===== config.mk =====
export PLATFORM = sky130hd
export DESIGN_NAME = bus_control_fsm
export DESIGN_NICKNAME = d
export VERILOG_FILES = /design/src/rtl/bus_control_fsm.sv
export SDC_FILE = /design/constraint.sdc
export NUM_CORES = 1
export LEC_CHECK = 0
export CAP_MARGIN = 20
export CORE_AREA = 2 2 39 41
export CTS_BUF_LIST = sky130_fd_sc_hd__clkbuf_16
export DETAILED_ROUTE_END_ITERATION = 10
export DIE_AREA = 0 0 41 43
export DONT_BUFFER_PORTS = 1
export PLACE_DENSITY = 0.54
export SLEW_MARGIN = 10
export SYNTH_ARGS = -nofsm -noshare
export SYNTH_HDL_FRONTEND = slang
export SYNTH_SLANG_ARGS = --single-unit
export TNS_END_PERCENT = 20

===== constraint.sdc =====
create_clock -name Clock -period 2.12 [get_ports Clock]
set_clock_uncertainty 0.05 [all_clocks]
set_input_delay 0.424 -clock Clock [delete_from_list [all_inputs] [get_ports Clock]]
set_output_delay 0.424 -clock Clock [all_outputs]
set_load 0.05 [all_outputs]

===== src/rtl/bus_control_fsm.sv =====
// Control sequencer for the 9-bit processor bus: decodes IR and walks T0..T3, driving bus source and load enables.
// Latency: mv/mvi/mvnz/reserved take 2 cycles including T0; add/sub take 4. Outputs are combinational from state/IR/G_nz.
// Backpressure: none; Run is sampled only in T0, and holding it high issues instructions back-to-back.
module bus_control_fsm #(
    parameter bit MVNZ_EN = 1'b1
) (
    input  logic       Clock,
    input  logic       Resetn,
    input  logic       Run,
    input  logic [8:0] IR,
    input  logic       G_nz,
    output logic       IRin,
    output logic [7:0] Rout,
    output logic       Gout,
    output logic       DINout,
    output logic [7:0] Rin,
    output logic       Ain,
    output logic       Gin,
    output logic       AddSub,
    output logic       Done
);

    typedef enum logic [1:0] {
        T0 = 2'd0,
        T1 = 2'd1,
        T2 = 2'd2,
        T3 = 2'd3
    } state_t;

    typedef enum logic [2:0] {
        OP_MV   = 3'b000,
        OP_MVI  = 3'b001,
        OP_ADD  = 3'b010,
        OP_SUB  = 3'b011,
        OP_MVNZ = 3'b100,
        OP_RSV5 = 3'b101,
        OP_RSV6 = 3'b110,
        OP_RSV7 = 3'b111
    } opcode_t;

    state_t     state_q;
    state_t     state_d;
    opcode_t    opcode;
    logic [7:0] x_oh;
    logic [7:0] y_oh;

    assign opcode = opcode_t'(IR[8:6]);
    assign x_oh   = 8'd1 << IR[5:3];
    assign y_oh   = 8'd1 << IR[2:0];

    always_ff @(posedge Clock or negedge Resetn) begin
        if (!Resetn) begin
            state_q <= T0;
        end else begin
            state_q <= state_d;
        end
    end

    always_comb begin
        state_d = state_q;
        IRin    = 1'b0;
        Rout    = 8'h00;
        Gout    = 1'b0;
        DINout  = 1'b0;
        Rin     = 8'h00;
        Ain     = 1'b0;
        Gin     = 1'b0;
        AddSub  = 1'b0;
        Done    = 1'b0;

        // Outputs are forced quiet while reset is held, even if Run is already high.
        if (Resetn) begin
            case (state_q)
                T0: begin
                    if (Run) begin
                        IRin    = 1'b1;
                        state_d = T1;
                    end
                end
                T1: begin
                    state_d = T0;
                    case (opcode)
                        OP_MV: begin
                            Rout = y_oh;
                            Rin  = x_oh;
                            Done = 1'b1;
                        end
                        OP_MVI: begin
                            DINout = 1'b1;
                            Rin    = x_oh;
                            Done   = 1'b1;
                        end
                        OP_ADD, OP_SUB: begin
                            Rout    = x_oh;
                            Ain     = 1'b1;
                            state_d = T2;
                        end
                        OP_MVNZ: begin
                            // Conditional move completes in one step whether or not it copies.
                            if (MVNZ_EN && G_nz) begin
                                Rout = y_oh;
                                Rin  = x_oh;
                            end
                            Done = 1'b1;
                        end
                        OP_RSV5, OP_RSV6, OP_RSV7: begin
                            Done = 1'b1;
                        end
                    endcase
                end
                T2: begin
                    Rout    = y_oh;
                    Gin     = 1'b1;
                    AddSub  = IR[6];
                    state_d = T3;
                end
                T3: begin
                    Gout    = 1'b1;
                    Rin     = x_oh;
                    Done    = 1'b1;
                    state_d = T0;
                end
            endcase
        end
    end

endmodule

==> out/metrics.yaml, run 1 <==
grt:
  globalRouteOverflowTotal: 0
  grt.total_usage_pct: 28.26
  grt_pass1_vias: 694
  grt_max_degree: 16
  antenna_found_initial: 0
  grt_pass1_wl_um: 3401
final_layout:
  regArea_um2: 51.30
  stdcell_count: 122
  postLayoutCellArea_um2: 1254
  multiInputGateArea_um2: 668.1
  diodes: 0
  fillers: 55
  drive_gt1_share_pct: 60.38
  final_util_pct: 90.60
  area_delta_synth_final_pct: 131.4
  nets: 126
drt:
  drt-total-wl_um: 2141
  vias: 734
  drtIter0Drc: 1
  drc: 0
  dr.pass1.iters: 4
  drt-wirelength-per-cell_um: 17.55
  vias_per_cell: 6.016
  drtAntennaViolNets: 0
synthesis:
  avgSynthCellArea_um2: 7.321
  yosys.area.top_type: "ha_1"
  yosys_warnings: 0
  synth_common_cells: "o22ai_1, inv_1, ha_1, nand3_1"
  async_flop_share_pct: 100.0
  synth-seq-area-share_pct: 9.238
  ys.flop_type: "dfrtp_1"
  synth_cell_type_count: 30
  synth_area_um2: 541.8
  synthDominantCellAreaShare_pct: 11.55
  synth_nets: 92
  synth_cells: 74
  synth.most_common_cell: "o22ai_1"
  synth_edf_count: 0
  synth.area.top_cells: "ha_1, dfrtp_1, o22ai_1"
  ys_seq_elements: 2
critical_path:
  reg2reg_from: "state_q[0]"
  cp_max_fo: 8
  crit_required_ns: 1.65
  critPathCapture: "Rout[6]"
  critPathLaunchType: "flip-flop"
  worst_setup_path_end_kind: "output port"
  crit_start: "state_q[0]"
  r2r_cells: 5
  reg2reg_slack_ns: 0.63
  reg2reg_to: "state_q[0]"
  worstSetupPathType: "reg -> out"
  arrival_ns: 1.74
power:
  switching_power_uw: 549.9
  combPwrFrac_pct: 68.0
  powerDensity_nw_per_um2: 950.5
  clkPwrFrac_pct: 24.7
  seqPwrFrac_pct: 7.2
  vdd_drop_max_uv: 874.1
  leakage_nw: 0.4409
  switching_share_pct: 46.14
  internal_power_uw: 641.8
  power_mw: 1.192
placement:
  hpwl_um: 1438
  dp.cells: 113
  gp_congestion: 0.7723
  place_area_um2: 1076
  io_buffers: 0
clocking:
  cts.reportedPaths.clkPinSlew_ns: 0.03
  clock_path_buffers: 2
  cts_made_buffers: 3
  cts-root-buf: "clkbuf_16"
  insertion_delay_ns: 0.23
  cts_sinks: 2
  cts_tree: "done"
  htree_levels: 1
sta:
  final_hold_viol_count: 0
  layout_min_cycle_time_ns: 2.211
  rsz0062_at_grt: "true"
  setup_violations: 15
  slew-limit-headroom_pct: 67.61
  max_freq_mhz: 452.2
  worst-slew-pin-transition_ns: 0.4876
  period_share_pct: 104.3
  slew_violations: 0
  final.setup.tns_ns: -0.8647
  worst_slack_ns: -0.09118
floorplan:
  num_rows: 14
  ioPinCount: 36
  core_um2: 1384
  die_h_um: 43
  floorplan.initialDensity_pct: 39.15
  die_area_um2: 1763
  die_w_um: 41
hold_path:
  hp-class: "in -> reg"
status:
  status: "complete, but fails checks"
  violations: "negative setup slack"
flow_run:
  cap_violations: 0
[timing repair]
| item | CTS | global route |
|---|---|---|
| hold endpoints to repair | 2 | 0 |
| setup buffers | 5 | 0 |
| gates resized for setup | 6 | 6 |
| endpoints found under the setup margin | 16 | 17 |
| hold buffers | 1 | 0 |
| pin swaps | 4 | 3 |
[routing by layer]
metal / track usage [%] / vias to the layer above / wire length [µm]
met5: 0 / - / 0
met4: 12.00 / 0 / 33
met3: 4.188 / 4 / 102
met2: 44.69 / 25 / 1139
met1: 36.10 / 352 / 865
li1: - / 353 / -
[how the worst min path moves through the flow]
stage	start	to	slack, ns	depth (start not counted)
3_3_place_gp	Resetn	asynchronous set/reset pin	0.08	0
3_5_place_dp	Resetn	asynchronous set/reset pin	0.08	0
4_1_cts	Resetn	state_q[0]	0.37	2
2_1_floorplan	Resetn	asynchronous set/reset pin	0.08	0
6_report	IR[7]	flip-flop	0.39	2
5_1_grt	IR[7]	flip-flop	0.38	2
[stage by stage]
stage	hold WS [ns]	worst slack, ns
final	0.3880	-0.09118
after detailed placement	0.07875	0.02350
after floorplan	0.07841	-0.1444
after CTS	0.3693	-0.1362
after global placement	0.07877	0.07523
after global routing	0.3819	-0.1578
[cell type report]
cell class / instances / area share [%]
clock buffer: 3 / 5.988
multi-input combinational: 62 / 53.29
tap: 16 / 1.597
sequential: 2 / 4.092
inverter: 8 / 2.794
timing repair buffer: 31 / 32.24
[critical path: stages, from the launching register on]
cell and delay, ns:
dfrtp_2 0.42, inv_1 0.14, ha_4 0.30, buf_4 0.14
nand4_1 0.13, o22ai_2 0.19, buf_6 0.19
[cells in the final DEF, fill, tap and decap left out, types with 2 or more instances in the layout]
cell type | Yosys | routed
and4_1 | 2 | 2
buf_6 | 0 | 5
a2111oi_4 | 0 | 4
nand3_1 | 5 | 4
nand4_1 | 4 | 4
clkbuf_16 | 0 | 3
nand2b_1 | 3 | 3
buf_4 | 0 | 13
o22ai_4 | 0 | 4
nand2_1 | 3 | 3
inv_1 | 6 | 5
o22ai_2 | 0 | 4
a211oi_2 | 0 | 4
nor2b_1 | 4 | 4
nor2_1 | 3 | 3
o21ai_0 | 2 | 2
inv_2 | 1 | 2
ha_1 | 5 | 2
ha_4 | 0 | 2
buf_12 | 0 | 12
mux2i_1 | 2 | 2
[cell families (layout without fill, tap and decap cells)]
group,count (synthesis),count (layout),synth area share [%]
mux,2,2,3.695
fa+ha+maj,5,5,11.55
compound gates,24,24,33.49
simple gates,31,31,35.10
flops,2,2,9.238
buf+inv,10,42,6.927
[power groups by stage]
stage	clock network, mW	logic (mW)	registers [mW]
6_report	0.294	0.811	0.0864
5_1_grt	0.296	0.875	0.0869
4_1_cts	0.289	0.754	0.0788
3_5_place_dp	0	0.666	0.0793
3_3_place_gp	0	0.655	0.0779
2_1_floorplan	0	0.481	0.0746
Power figures use the tool's default switching activity.
==> run 2: changes to the inputs <==
CTS_BUF_LIST = default   (was sky130_fd_sc_hd__clkbuf_16)
SKIP_LAST_GASP = 1   (was default)
==> out/metrics.yaml, run 2 (same netlist as run 1, synthesis figures left out) <==
sta:
  rsz0062_at_grt: "true"
  setup_violations: 15
  worst_slack_ns: -0.1079
  layout_min_cycle_time_ns: 2.228
  max_freq_mhz: 448.9
  final.setup.tns_ns: -1.015
  worst-slew-pin-transition_ns: 0.4912
  slew_violations: 0
  period_share_pct: 105.1
  timing.hold.ws_ns: 0.3521
  final_hold_viol_count: 0
  slew-limit-headroom_pct: 67.37
critical_path:
  crit_slowest_cell: "a2111oi_4"
  cp_max_fo: 7
  reg2reg_from: "state_q[0]"
  arrival_ns: 1.75
  crit_chain: "inv_2 -> ha_4 -> nor2b_4 -> o21ai_4 -> a2111oi_4 -> buf_12"
  r2r_cells: 5
  path_buf_inv: 2
  critPathLaunchType: "flip-flop"
  crit_required_ns: 1.65
  cp.depth: 6
  critPathCapture: "Rin[4]"
  reg2reg_slack_ns: 0.72
  worst_setup_path_end_kind: "output port"
  slowest_delay_ns: 0.40
  crit_family: "compound AO/OA/AOI/OAI gates"
  worstSetupPathType: "reg -> out"
final_layout:
  nets: 127
  mostFrequentLayoutCells: "buf_4, buf_12, inv_1, nand3_1, buf_6"
  fillers: 67
  final_util_pct: 86.89
  stdcell_count: 123
  diodes: 0
  final_common_cell: "buf_4"
  area_delta_synth_final_pct: 121.9
  postLayoutCellArea_um2: 1202
  drive_gt1_share_pct: 58.88
drt:
  vias_per_cell: 5.943
  drtAntennaViolNets: 0
  vias: 731
  drtIter0Drc: 6
  drt-total-wl_um: 2026
  dr.pass1.iters: 3
  drt-wirelength-per-cell_um: 16.47
  drc: 0
power:
  leakage_nw: 0.4222
  vdd_drop_max_uv: 786.6
  powerDensity_nw_per_um2: 836.7
  power_mw: 1.006
floorplan:
  die_h_um: 43
  num_rows: 14
  ioPinCount: 36
  die_w_um: 41
  core_um2: 1384
  die_area_um2: 1763
  floorplan.initialDensity_pct: 39.15
clocking:
  cts-root-buf: "clkbuf_4"
  htree_levels: 1
  cts.reportedPaths.clkPinSlew_ns: 0.03
  insertion_delay_ns: 0.24
  cts_made_buffers: 3
  clock_path_buffers: 2
  cts_sinks: 2
  cts_tree: "done"
hold_path:
  min_from: "Resetn"
  hp-class: "in -> reg"
placement:
  dp.cells: 113
  place_area_um2: 1076
  hpwl_um: 1438
  io_buffers: 0
  pre_cts_slack_ns: 0.02350
  gp_congestion: 0.7723
grt:
  antenna_found_initial: 0
  grt_pass1_vias: 659
  globalRouteOverflowTotal: 0
  grt_max_degree: 16
  grt.total_usage_pct: 25.20
  grt_pass1_wl_um: 3042
status:
  status: "complete, but fails checks"
  violations: "negative setup slack"
flow_run:
  cap_violations: 0
## run 2: cell count changes in the layout (fill, tap and decap cells not counted)
cell and delta:
nand3_2 -1, clkbuf_16 -3, buf_4 +1, and3_2 -1
and3_1 +1, clkbuf_4 +3, nand3_1 +1
## run 2: how the worst min path moves through the flow
| stage | to | slack [ns] | cells past startpoint |
|---|---|---|---|
| after detailed placement | asynchronous set/reset pin | 0.08 | 0 |
| after global routing | asynchronous set/reset pin | 0.38 | 1 |
| after CTS | flip-flop | 0.34 | 2 |
| final | state_q[0] | 0.35 | 2 |
| after floorplan | asynchronous set/reset pin | 0.08 | 0 |
| after global placement | asynchronous set/reset pin | 0.08 | 0 |
## run 2: timing repair
action | 4_1_cts | 5_1_grt
gates resized for setup | 2 | 8
setup buffers | 6 | 0
setup endpoints to repair | 16 | 16
endpoints found under the hold margin | 2 | 0
hold buffers | 1 | 0
pin swaps | 3 | 8
## run 2: metal layers
metal	vias to the layer above	GRT usage (%)	part of all wire (%)	routed length, µm
met1	346	28.30	36	729
met5	-	0	0	0
met3	5	1.571	4.2	86
li1	355	-	-	-
met4	0	13.33	3.0	60
met2	25	43.75	57	1149
## run 2: area by class of cell
cell class	instances	area [µm²]	area share, %
well taps	16	20.02	1.665
inverters	8	35.03	2.914
multi-input cells	62	661.9	55.05
flip-flops and latches	2	51.30	4.266
repair buffers	32	411.6	34.24
clock buffers	3	22.52	1.873
## run 2: worst register-to-register path: cells and delay by family, from the launching register on
kind                     cells  cell delay [ns]
multiplexers                 1             0.22
AO/OA/AOI/OAI                1             0.23
buffers and inverters        2             0.23
flip-flops                   1             0.44
adder cells (fa/ha/maj)      1             0.17
## run 2: where the power goes
| part | switching [mW] | total [mW] | internal, mW | leakage, nW |
|---|---|---|---|---|
| clock network | 0.0281 | 0.0910 | 0.0629 | 0.0138 |
| logic | 0.467 | 0.830 | 0.364 | 0.384 |
| registers | 0.0247 | 0.0846 | 0.0599 | 0.0242 |
| total | 0.520 | 1.01 | 0.486 | 0.422 |
==> run 3: changes to the inputs <==
ABC_AREA = 1   (was default)
CORE_AREA = default   (was 2 2 39 41)
CORE_MARGIN = 2   (was default)
CORE_UTILIZATION = 50   (was default)
DIE_AREA = default   (was 0 0 41 43)
PLACE_DENSITY = 0.64   (was 0.54)
==> out/metrics.yaml, run 3 <==
status:
  status: "finished, final reports clean"
flow_run:
  cap_violations: 0
critical_path:
  worst_setup_path_end_kind: "output port"
  slowest_delay_ns: 0.39
  r2r_cells: 6
  path_buf_inv: 4
  arrival_ns: 1.59
  crit_chain: "inv_2 -> ha_2 -> buf_4 -> nand3_2 -> nand3b_4 -> nand2_1 -> inv_1 -> buf_12"
  worstSetupPathType: "reg -> out"
  cp_max_fo: 10
  crit_required_ns: 1.65
  critPathLaunchType: "flip-flop"
  crit_family: "buffers and inverters"
  reg2reg_from: "state_q[0]"
  reg2reg_slack_ns: 0.72
  crit_slowest_cell: "dfrtp_1"
clocking:
  cts_sinks: 2
  insertion_delay_ns: 0.22
  clock_path_buffers: 2
  cts_tree: "done"
  htree_levels: 1
  cts_made_buffers: 3
  cts-root-buf: "clkbuf_4"
  cts.reportedPaths.clkPinSlew_ns: 0.03
sta:
  layout_min_cycle_time_ns: 2.062
  period_share_pct: 97.26
  slew_violations: 0
  max_freq_mhz: 485.0
  final_hold_viol_count: 0
  worst-slew-pin-transition_ns: 0.4221
  final.setup.tns_ns: 0
  setup_violations: 0
  rsz0062_at_grt: "true"
  slew-limit-headroom_pct: 71.83
final_layout:
  final_util_pct: 78.42
  mostFrequentLayoutCells: "nand2_1, inv_1, buf_4"
  final_common_cell: "nand2_1"
  area_delta_synth_final_pct: 41.45
  fillers: 94
  drive_gt1_share_pct: 28.22
  nets: 183
  diodes: 0
floorplan:
  core_um2: 1334
  die_area_um2: 1802
  die_h_um: 42.46
  die_w_um: 42.46
  ioPinCount: 36
  num_rows: 13
  floorplan.initialDensity_pct: 55.44
synthesis:
  synth_common_cells: "nand2_1, inv_1, nor2_1"
  synth_edf_count: 0
  synth.most_common_cell: "nand2_1"
  avgSynthCellArea_um2: 5.282
  synth_area_um2: 739.5
  yosys_warnings: 0
  yosys.area.top_type: "nand2_1"
  synthDominantCellAreaShare_pct: 21.32
  async_flop_share_pct: 100.0
  ys.flop_type: "dfrtp_1"
  synth-seq-area-share_pct: 6.768
  synth_cell_type_count: 21
  ys_seq_elements: 2
  synth_nets: 158
  synth.area.top_cells: "nand2_1, inv_1, ha_1"
  synth_cells: 140
drt:
  drt-total-wl_um: 1837
  vias: 907
  drt-wirelength-per-cell_um: 10.32
  drtIter0Drc: 19
  dr.pass1.iters: 4
  vias_per_cell: 5.096
  drc: 0
  drtAntennaViolNets: 0
power:
  leakage_nw: 0.5465
  vdd_drop_max_uv: 704.4
  powerDensity_nw_per_um2: 601.5
grt:
  grt_max_degree: 11
  antenna_found_initial: 0
  grt_pass1_wl_um: 3091
  grt.total_usage_pct: 21.60
  globalRouteOverflowTotal: 0
  grt_pass1_vias: 750
placement:
  gp_congestion: 0.8397
  io_buffers: 0
  hpwl_um: 1527
hold_path:
  hp-class: "in -> async"
run 3: worst register-to-register path, delay by kind of cell (launching register included):
family                   cells  cell delay [ns]
flip-flops                   1             0.40
AND/OR/NAND/NOR              2             0.18
adder cells (fa/ha/maj)      1             0.24
AO/OA/AOI/OAI                2             0.29
buffers and inverters        1             0.13
run 3: worst max-delay path by stage:
stage	from	end	cells after the start
6_report	flip-flop	Rin[4]	8
5_1_grt	flip-flop	Rin[4]	8
4_1_cts	state_q[0]	Rout[7]	5
3_5_place_dp	flip-flop	Rin[5]	8
3_3_place_gp	flip-flop	Rin[4]	8
2_1_floorplan	IR[3]	Rout[0]	6
run 3: per-stage QoR:
step                setup slack, ns  std cells  total power, mW  hold slack [ns]  instance area [µm²]
detailed placement           0.2214        172           0.4946          0.07855                980.9
finish                      0.05805        178           0.6291           0.3885                 1046
floorplan                  -0.01870        140           0.4216          0.07841                744.5
global route               -0.01655        178           0.6795           0.3970                 1046
CTS                      -0.0009243        176           0.5877           0.3764                 1016
global placement             0.2724        172           0.4781          0.07854                980.9
run 3: kinds of logic (layout without fill, tap and decap cells):
group / after synthesis / in the layout / synth area share, %
AO/OA/AOI/OAI: 18 / 18 / 12.52
adder cells (fa/ha/maj): 5 / 5 / 8.460
buffers and inverters: 29 / 52 / 18.61
flip-flops: 2 / 2 / 6.768
AND/OR/NAND/NOR: 86 / 86 / 53.64
run 3: power breakdown:
| group | leakage [nW] | switching (mW) | internal, mW | total (mW) |
|---|---|---|---|---|
| logic | 0.507 | 0.311 | 0.160 | 0.471 |
| registers | 0.0257 | 0.0201 | 0.0559 | 0.0759 |
| clock network | 0.0138 | 0.0197 | 0.0623 | 0.0820 |
| total | 0.547 | 0.351 | 0.278 | 0.629 |
run 3: layer usage:
metal	global-route usage, %	vias up	routed length [µm]
li1	-	490	-
met1	26.79	382	810
met2	36.92	35	910
met3	3.879	0	116
met4	7.500	0	0
met5	0	-	0
run 3: what timing repair did:
| item | 4_1_cts | 5_1_grt |
|---|---|---|
| endpoints found under the setup margin | 8 | 18 |
| setup buffers | 0 | 2 |
| gates resized for setup | 2 | 3 |
| hold endpoints to repair | 2 | 0 |
| hold buffers | 1 | 0 |
run 3: layout make-up:
cell class,count,area [µm²],area share (%)
Sequential cell,2,50.05,4.785
Multi-Input combinational cell,109,574.3,54.90
Timing Repair Buffer,25,290.3,27.75
Clock buffer,3,22.52,2.153
Tap cell,15,18.77,1.794
Inverter,24,90.09,8.612
